### src/rtl/mesm6_defines.sv
// Shared encodings for the mesm6 memory arbiter: FSM states, bus owner, default ack timeout.
package mesm6_defines;

    typedef enum logic [1:0] {
        ARB_IDLE   = 2'd0,
        ARB_ACCESS = 2'd1,
        ARB_RESP   = 2'd2
    } arb_state_e;

    typedef enum logic {
        OWN_IBUS = 1'b0,
        OWN_DBUS = 1'b1
    } arb_owner_e;

    localparam int ARB_TIMEOUT_DEF = 255;

endpackage

### src/rtl/mesm6_arb_timer.sv
// 8-bit ack-timeout counter; expired_o flags the last allowed wait cycle so the
// caller can leave ACCESS after exactly LIMIT cycles without an ack.
module mesm6_arb_timer #(
    parameter logic [7:0] LIMIT = 8'd255
) (
    input  logic clk,
    input  logic reset,
    input  logic clr_i,
    input  logic inc_i,
    output logic expired_o
);

    logic [7:0] cnt_q, cnt_d;

    always_comb begin
        cnt_d = cnt_q;
        if (clr_i)
            cnt_d = 8'd0;
        else if (inc_i)
            cnt_d = cnt_q + 8'd1;
    end

    always_ff @(posedge clk) begin
        if (reset)
            cnt_q <= 8'd0;
        else
            cnt_q <= cnt_d;
    end

    assign expired_o = (cnt_q == LIMIT - 8'd1);

endmodule

### src/rtl/mesm6_mem_arbiter.sv
// Merges the mesm6 core's ibus and dbus onto one req/ack memory port, dbus first,
// with per-port one-cycle recovery after done, ack timeout and a sticky bus error.
module mesm6_mem_arbiter
    import mesm6_defines::*;
#(
    parameter int ADDR_W  = 15,
    parameter int DATA_W  = 48,
    parameter int TIMEOUT = ARB_TIMEOUT_DEF
) (
    input  logic              clk,
    input  logic              reset,
    input  logic              ibus_fetch,
    input  logic [ADDR_W-1:0] ibus_addr,
    output logic [DATA_W-1:0] ibus_input,
    output logic              ibus_done,
    input  logic              dbus_read,
    input  logic              dbus_write,
    input  logic [ADDR_W-1:0] dbus_addr,
    input  logic [DATA_W-1:0] dbus_output,
    output logic [DATA_W-1:0] dbus_input,
    output logic              dbus_done,
    output logic              mem_req,
    output logic              mem_we,
    output logic [ADDR_W-1:0] mem_addr,
    output logic [DATA_W-1:0] mem_wdata,
    input  logic [DATA_W-1:0] mem_rdata,
    input  logic              mem_ack,
    output logic              bus_err
);

    arb_state_e        state_q, state_d;
    arb_owner_e        owner_q, owner_d;
    logic [ADDR_W-1:0] addr_q, addr_d;
    logic [DATA_W-1:0] wdata_q, wdata_d;
    logic [DATA_W-1:0] iin_q, iin_d;
    logic [DATA_W-1:0] din_q, din_d;
    logic              we_q, we_d;
    logic              err_q, err_d;
    logic              rec_i_q, rec_i_d;
    logic              rec_d_q, rec_d_d;
    logic              in_access;
    logic              tmr_expired;
    logic              d_elig, i_elig;

    assign in_access = (state_q == ARB_ACCESS);

    mesm6_arb_timer #(.LIMIT(8'(TIMEOUT))) u_timer (
        .clk       (clk),
        .reset     (reset),
        .clr_i     (!in_access),
        .inc_i     (in_access && !mem_ack),
        .expired_o (tmr_expired)
    );

    // The core holds its request one cycle past done; mask only the port just served.
    assign d_elig = (dbus_read || dbus_write) && !rec_d_q;
    assign i_elig = ibus_fetch && !rec_i_q;

    always_comb begin
        state_d = state_q;
        owner_d = owner_q;
        addr_d  = addr_q;
        wdata_d = wdata_q;
        we_d    = we_q;
        iin_d   = iin_q;
        din_d   = din_q;
        err_d   = err_q;
        rec_i_d = (state_q == ARB_RESP) && (owner_q == OWN_IBUS);
        rec_d_d = (state_q == ARB_RESP) && (owner_q == OWN_DBUS);
        case (state_q)
            ARB_IDLE: begin
                if (d_elig) begin
                    owner_d = OWN_DBUS;
                    addr_d  = dbus_addr;
                    we_d    = dbus_write;
                    wdata_d = dbus_output;
                    if (dbus_read && dbus_write)
                        err_d = 1'b1;
                    state_d = ARB_ACCESS;
                end else if (i_elig) begin
                    owner_d = OWN_IBUS;
                    addr_d  = ibus_addr;
                    we_d    = 1'b0;
                    state_d = ARB_ACCESS;
                end
            end
            ARB_ACCESS: begin
                if (mem_ack || tmr_expired) begin
                    // Timeout returns 0 as read data; writes never touch dbus_input.
                    if (!we_q) begin
                        if (owner_q == OWN_DBUS)
                            din_d = mem_ack ? mem_rdata : '0;
                        else
                            iin_d = mem_ack ? mem_rdata : '0;
                    end
                    if (!mem_ack)
                        err_d = 1'b1;
                    state_d = ARB_RESP;
                end
            end
            ARB_RESP: state_d = ARB_IDLE;
            default:  state_d = ARB_IDLE;
        endcase
    end

    always_ff @(posedge clk) begin
        if (reset) begin
            state_q <= ARB_IDLE;
            owner_q <= OWN_IBUS;
            addr_q  <= '0;
            wdata_q <= '0;
            we_q    <= 1'b0;
            iin_q   <= '0;
            din_q   <= '0;
            err_q   <= 1'b0;
            rec_i_q <= 1'b0;
            rec_d_q <= 1'b0;
        end else begin
            state_q <= state_d;
            owner_q <= owner_d;
            addr_q  <= addr_d;
            wdata_q <= wdata_d;
            we_q    <= we_d;
            iin_q   <= iin_d;
            din_q   <= din_d;
            err_q   <= err_d;
            rec_i_q <= rec_i_d;
            rec_d_q <= rec_d_d;
        end
    end

    assign mem_req    = in_access;
    assign mem_we     = we_q && in_access;
    assign mem_addr   = addr_q;
    assign mem_wdata  = wdata_q;
    assign ibus_input = iin_q;
    assign dbus_input = din_q;
    assign ibus_done  = (state_q == ARB_RESP) && (owner_q == OWN_IBUS);
    assign dbus_done  = (state_q == ARB_RESP) && (owner_q == OWN_DBUS);
    assign bus_err    = err_q;

endmodule

### config.mk
export PLATFORM = sky130hd
export DESIGN_NAME = mesm6_mem_arbiter
export DESIGN_NICKNAME = d
export VERILOG_FILES = /design/src/rtl/mesm6_defines.sv /design/src/rtl/mesm6_arb_timer.sv /design/src/rtl/mesm6_mem_arbiter.sv
export SDC_FILE = /design/constraint.sdc
export NUM_CORES = 1
export LEC_CHECK = 0
export BUFFER_PORTS_ARGS = -buffer_cell sky130_fd_sc_hd__buf_2
export CAP_MARGIN = 20
export CORE_MARGIN = 2
export CORE_UTILIZATION = 45
export CTS_CLUSTER_DIAMETER = 100
export DETAILED_ROUTE_END_ITERATION = 8
export PLACE_DENSITY = 0.82
export SLEW_MARGIN = 20
export SYNTH_ARGS = -nofsm -noshare
export SYNTH_HDL_FRONTEND = slang
export SYNTH_SLANG_ARGS = --single-unit
### constraint.sdc
create_clock -name clk -period 1.56 [get_ports clk]
set_input_delay 0.078 -clock clk [delete_from_list [all_inputs] [get_ports clk]]
set_output_delay 0.078 -clock clk [all_outputs]
set_load 0.01 [all_outputs]
==> results of run 1 <==
[cell usage in the layout, fill, tap and decap left out, types with 3 or more instances in the layout]
cell type	count
clkbuf_16	20
buf_12	16
buf_6	4
a31oi_1	96
buf_2	293
dlygate4sd3_1	100
nand2_1	98
mux2i_1	15
nor2b_1	96
dfxtp_1	172
a21oi_1	58
a221oi_2	13
inv_6	3
buf_4	19
or3b_2	15
nor2_1	8
inv_1	18
or3_1	4
o21ai_0	149
nand3_1	145
bufinv_16	4
clkinv_4	3
[power by group through the flow]
stage                     Clock, mW  Sequential [mW]  Combinational [mW]
final                          4.66             4.96                2.38
after global routing           4.86             4.99                2.57
after global placement            0             5.03                2.01
after CTS                      4.72             4.95                2.27
after detailed placement          0             5.04                2.05
after floorplan                   0             5.18                1.03
[final timing paths]
path,from,endpoint,cells after the start
max,state_q[1]$_SDFFE_PP0P_,mem_addr[0]$_SDFFE_PP0P_,3
min,dbus_addr[0],mem_addr[0]$_SDFFE_PP0P_,3
max reg2reg,state_q[1]$_SDFFE_PP0P_,mem_addr[0]$_SDFFE_PP0P_,3
min reg2reg,mem_addr[14]$_SDFFE_PP0P_,mem_addr[14]$_SDFFE_PP0P_,2
[tightest hold or removal path, stage by stage]
cell and delay, ns:
buf_2 0.10, mux2i_1 0.12, a221oi_1 0.09
[per-layer routing]
layer  vias up  GRT usage, %  part of all wire [%]
met5         -             0                     0
met4         0          12.0                   3.2
met3        69          7.50                   9.8
met2       551          45.2                    47
met1      4396          35.4                    40
li1       4384             -                     -
[what timing repair did]
action | 4_1_cts | 5_1_grt
setup buffers | 0 | 4
endpoints found under the hold margin | 147 | 0
resized for setup | 5 | 13
endpoints found under the setup margin | 62 | 58
gates cloned | 1 | 3
hold buffers | 100 | 0
pin swaps | 0 | 12
[registers in the layout (all words and copies together) (netlist names)]
name	flops
state_q	2
bus_err	1
we_q	1
mem_addr	15
rec_d_q	1
ibus_input	48
owner_q	1
rec_i_q	1
mem_wdata	48
u_timer.cnt_q	8
dbus_input	48
[cells by family after synthesis]
| group | share of synthesized area, % |
|---|---|
| and+or+nand+nor | 25.5 |
| AOI/OAI and AO/OA | 23.0 |
| DFF | 42.3 |
| buffers and inverters | 6.84 |
| muxes | 1.82 |
| xor gates and xnor gates | 0.213 |
| adders and majority gates | 0.304 |
[stage by stage]
stage | std cells | area, µm² | hold slack (ns) | setup TNS [ns] | utilization (%)
after floorplan | 1038 | 8230 | 0.226 | 0 | -
after CTS | 1617 | 11700 | 0.00495 | 0 | 65.0
final | 1624 | 11800 | 0.0186 | 0 | 65.9
after global routing | 1624 | 11800 | 0.0292 | -0.133 | 65.9
after global placement | 1485 | 10000 | 0.334 | 0 | 55.7
after detailed placement | 1485 | 10000 | 0.337 | -1.23 | 55.7
[final cells by class]
cell class / count / area (µm²) / area share (%)
flip-flops and latches: 174 / 3490 / 29.5
inverters: 18 / 67.6 / 0.571
clock buffers: 18 / 439 / 3.71
well taps: 229 / 287 / 2.42
clock inverters: 13 / 203 / 1.71
repair buffers: 436 / 3070 / 25.9
multi-input cells: 736 / 4290 / 36.2
==> run metrics, run 1 <==
outcome=finished clean; Flop pwr share=41.3%; Core Area=18000 µm²; Nets=1517; die width=139 µm; via/cell ratio=5.79; Pint=8.60 mW; sequential share of the synthesized area=42.3%; R2R setup slack=0.03 ns; min-delay worst type=in -> reg; Crit path required time=1.89 ns; Clock Power Share=38.8%; # rows=49; RD Place Congestion=0.833; initial antenna violation count=0; total power draw=12.0 mW; Die ar.=19400 µm²; P&R area growth vs syn=43.9%; relative slew slack=52.0%; dpl ws=-0.0420 ns; CTS tree=built; worst vdd ir=835 µV; final hold violations=0; Power Density=1010 nW/µm²; Comb pwr share=19.9%; worst path bufs/invs=0; first-pass GRT wire length=45300 µm; period utilisation layout=97.9%; # setup viols final=0; Slowest cell on crit path=or4b_4; dpl hpwl=16900 µm; Synth Net Count=1172; post-synthesis cell type count=47; Max clock buf depth=2; register clock-pin slew on the reported worst setup and hold paths=0.07 ns; ys async rst share=0%; largest cells by area after synthesis=dfxtp_1 (42%), o21ai_0 (9.1%), nand3_1 (9.0%); Final Skew=0.0109 ns; DR iter-0 viols=897; Worst Setup Start Kind=register; total grt overflow=0; Sw Pwr=3.40 mW; leakage=4.87 nW; max-slew violation count=0; top cells by count, synth=dfxtp_1 (174), o21ai_0 (149), nand3_1 (148); Yosys top cell by area=dfxtp_1; num ports=296; vias=9400; CP Capture Type=register; synthesized cell area=8230 µm²; largest net degree at the start of global routing=167; Synth Flop Type=dfxtp_1; CP peak stage delay=0.57 ns; total track usage=28.0%; CTS root buffer=clkbuf_16; # clock sinks=174; Worst Setup Path Type=reg -> reg; post-synthesis cell count=1038; Final min period=1.53 ns; area fraction of the dominant cell type after synthesis=42.3%; worst slew pin tran=0.720 ns; Fmax achieved=0.655 GHz; count leader, synth=dfxtp_1; Initial Utilization=45.8%; unrepaired setup endpoints after global routing=true; antenna cell count=0; Ys Warns=0; Post-synth EDFFs=0; Die Ht=139 µm; Data arrival, critical path=1.86 ns; critical path, cell by cell=or4b_4 -> a21boi_4 -> a221oi_1; clock latency on the worst-skew pair=0.42 ns; Syn Area/Cell=7.93 µm²; Port Buffers=295; # DRC=0; WL per Instance=17.8 µm; cell family with most CP delay=simple AND/OR/NAND/NOR gates; share of layout cells above drive strength 1=29.5%; Post-Route WL=28900 µm; number of global-route vias before repair=8812; total CTS buffers=17; final setup margin=0.0327 ns; sw frac=28.3%; filler instances=1428; crit-path max FO=8; Antenna Nets Post-Route=0; router iterations before antenna repair=5; Synth Register Bits=174; max_cap viols=0; H-tree depth=4
Power figures use the tool's default switching activity.
==> inputs of run 2 (changes only) <==
Settings changed: CORE_ASPECT_RATIO set to 0.8.
==> run 2 against run 1 <==
- cell count fell by 0.31%
- power down 5.6%
- clock power is 14% lower
- hold slack improved by 0.0083 ns
- setup slack worse by 0.0026 ns
- global-route usage fell by 0.27 points
- via count down 0.66%
- critical path depth unchanged
- combinational power hardly changed
- die area barely moved
- largest cell class unchanged
==> run metrics, run 2 (synthesis results as in run 1) <==
total power draw=11.3 mW (was 12.0 mW); Power Density=974 nW/µm² (was 1010 nW/µm²); outcome=finished clean (unchanged); CP Capture Point=mem_addr[14]$_SDFFE_PP0P_ (was mem_addr[0]$_SDFFE_PP0P_); router iterations before antenna repair=6 (was 5); Port Buffers=295 (unchanged); Data arrival, critical path=1.85 ns (was 1.86 ns); DP Cell Count=1482 (was 1485); min-delay src=dbus_addr[10] (was dbus_addr[0]); num ports=296 (unchanged); CTS root buffer=clkbuf_16 (unchanged); WHS=0.0269 ns (was 0.0186 ns); Critical path origin=state_q[1]$_SDFFE_PP0P_ (unchanged); CTS tree=built (unchanged); crit-path max FO=8 (unchanged); largest net degree at the start of global routing=143 (was 167); most common cell after layout, fill and taps aside=buf_2 (unchanged); Antenna Nets Post-Route=0 (unchanged); period utilisation layout=98.1% (was 97.9%); worst r2r dst=mem_addr[14]$_SDFFE_PP0P_ (was mem_addr[0]$_SDFFE_PP0P_); R2R setup slack=0.03 ns (about the same); CP Capture Type=register (unchanged); min-delay worst type=in -> reg (unchanged); WL per Instance=17.7 µm (was 17.8 µm); initial antenna violation count=0 (unchanged); non-filler cells, final=1619 (was 1624); worst vdd ir=603 µV (was 835 µV); RR Startpoint=state_q[1]$_SDFFE_PP0P_ (unchanged); WHS Path Cells=3 (unchanged); leakage=4.77 nW (was 4.87 nW); Max clock buf depth=2 (unchanged); first-pass GRT wire length=44600 µm (was 45300 µm); Reg area=3490 µm² (about the same); unrepaired setup endpoints after global routing=true (unchanged); via/cell ratio=5.77 (was 5.79); Reg2Reg Depth=3 (unchanged); total track usage=27.7% (was 28.0%); Fmax achieved=0.654 GHz (was 0.655 GHz); Post-Route WL=28700 µm (was 28900 µm); # rows=44 (was 49); worst slew pin tran=0.579 ns (was 0.720 ns); RD Place Congestion=0.814 (was 0.833); H-tree depth=4 (unchanged); Slowest cell on crit path=or4b_4 (unchanged); critical path, cell by cell=or4b_4 -> a21boi_4 -> a221oi_1 (unchanged); register clock-pin slew on the reported worst setup and hold paths=0.07 ns (about the same); Worst Setup Path Type=reg -> reg (unchanged); clock latency on the worst-skew pair=0.43 ns (was 0.42 ns); number of global-route vias before repair=8848 (was 8812); total CTS buffers=17 (unchanged); dpl hpwl=16800 µm (was 16900 µm); Die Ht=125 µm (was 139 µm); filler instances=1479 (was 1428); # setup viols final=0 (unchanged); max_cap viols=0 (unchanged); Final Skew=0.0191 ns (was 0.0109 ns); # DRC=0 (unchanged); Nets=1510 (was 1517); DR iter-0 viols=1067 (was 897); die width=155 µm (was 139 µm); share of layout cells above drive strength 1=29.3% (was 29.5%); Core Area=18100 µm² (was 18000 µm²); Initial Utilization=45.6% (was 45.8%); final hold violations=0 (unchanged); total negative slack=0 ns (unchanged); area of the multi-input gates=4300 µm² (was 4290 µm²); # clock sinks=174 (unchanged); commonest non-fill, non-tap cells in the layout=buf_2 (293), dfxtp_1 (172), o21ai_0 (148), nand3_1 (143), dlygate4sd3_1 (100) (was buf_2 (293), dfxtp_1 (172), o21ai_0 (149), nand3_1 (145), dlygate4sd3_1 (100)); CP peak stage delay=0.58 ns (was 0.57 ns); total grt overflow=0 (unchanged); relative slew slack=61.4% (was 52.0%); Worst Setup Start Kind=register (unchanged); Crit path required time=1.88 ns (was 1.89 ns); antenna cell count=0 (unchanged); P&R area growth vs syn=41.3% (was 43.9%); Die ar.=19400 µm² (about the same); Final min period=1.53 ns (about the same); max-slew violation count=0 (unchanged); vias=9338 (was 9400)
[run 2: changes by cell type in the layout (fill, tap and decap cells not counted), sizes merged]
cell	previous run	this run
clkbuf	21	26
clkinv	3	5
bufinv	4	0
inv	23	19
clkinvlp	1	2
buf	333	327
[run 2: worst min path at each step]
stage,end,slack [ns]
after global placement,mem_wdata[14]$_SDFFE_PP0P_,0.33
after global routing,mem_addr[0]$_SDFFE_PP0P_,0.02
after floorplan,mem_wdata[0]$_SDFFE_PP0P_,0.23
final,mem_addr[10]$_SDFFE_PP0P_,0.03
after CTS,we_q$_SDFFE_PP0P_,0.001
after detailed placement,mem_wdata[22]$_SDFFE_PP0P_,0.34
[run 2: final cells by class]
class / instances / share of cell area, %
clock inverters: 8 / 0.484
repair buffers: 429 / 25.3
clock buffers: 24 / 4.23
multi-input cells: 736 / 37.0
well taps: 230 / 2.47
inverters: 18 / 0.581
flip-flops and latches: 174 / 30.0
[run 2: what timing repair did]
action / CTS / global route
hold endpoints to repair: 146 / 1
buffers inserted: 0 / 2
hold buffers: 99 / 1
gates resized for setup: 2 / 20
pin swaps: 0 / 6
cloned: 0 / 3
setup endpoints to repair: 2 / 70
[run 2: stage by stage]
stage / area, µm² / utilization, % / setup slack (ns)
4_1_cts: 11500 / 63.5 / 0.00531
3_3_place_gp: 9910 / 54.9 / 0.0180
3_5_place_dp: 9910 / 54.9 / -0.0150
5_1_grt: 11600 / 64.4 / -0.0274
2_1_floorplan: 8230 / - / 0.0189
6_report: 11600 / 64.4 / 0.0301
[run 2: worst max-delay path, delay by kind of cell, from the launching register on]
kind,cells,cell delay (ns)
and+or+nand+nor,1,0.58
DFF,1,0.33
AOI/OAI and AO/OA,2,0.53
[run 2: report_power, final]
part	total, mW	internal (mW)	leakage, nW	switching [mW]
clock network	4.01	2.21	0.267	1.80
registers	4.97	4.77	1.42	0.197
logic	2.35	1.05	3.08	1.30
total	11.3	8.03	4.77	3.30
[run 2: metal layers]
metal	vias up	GRT usage, %	part of all wire [%]
met4	0	12.3	4.1
met5	-	0	0
li1	4368	-	-
met1	4361	35.5	42
met3	98	6.38	7.9
met2	511	44.8	46
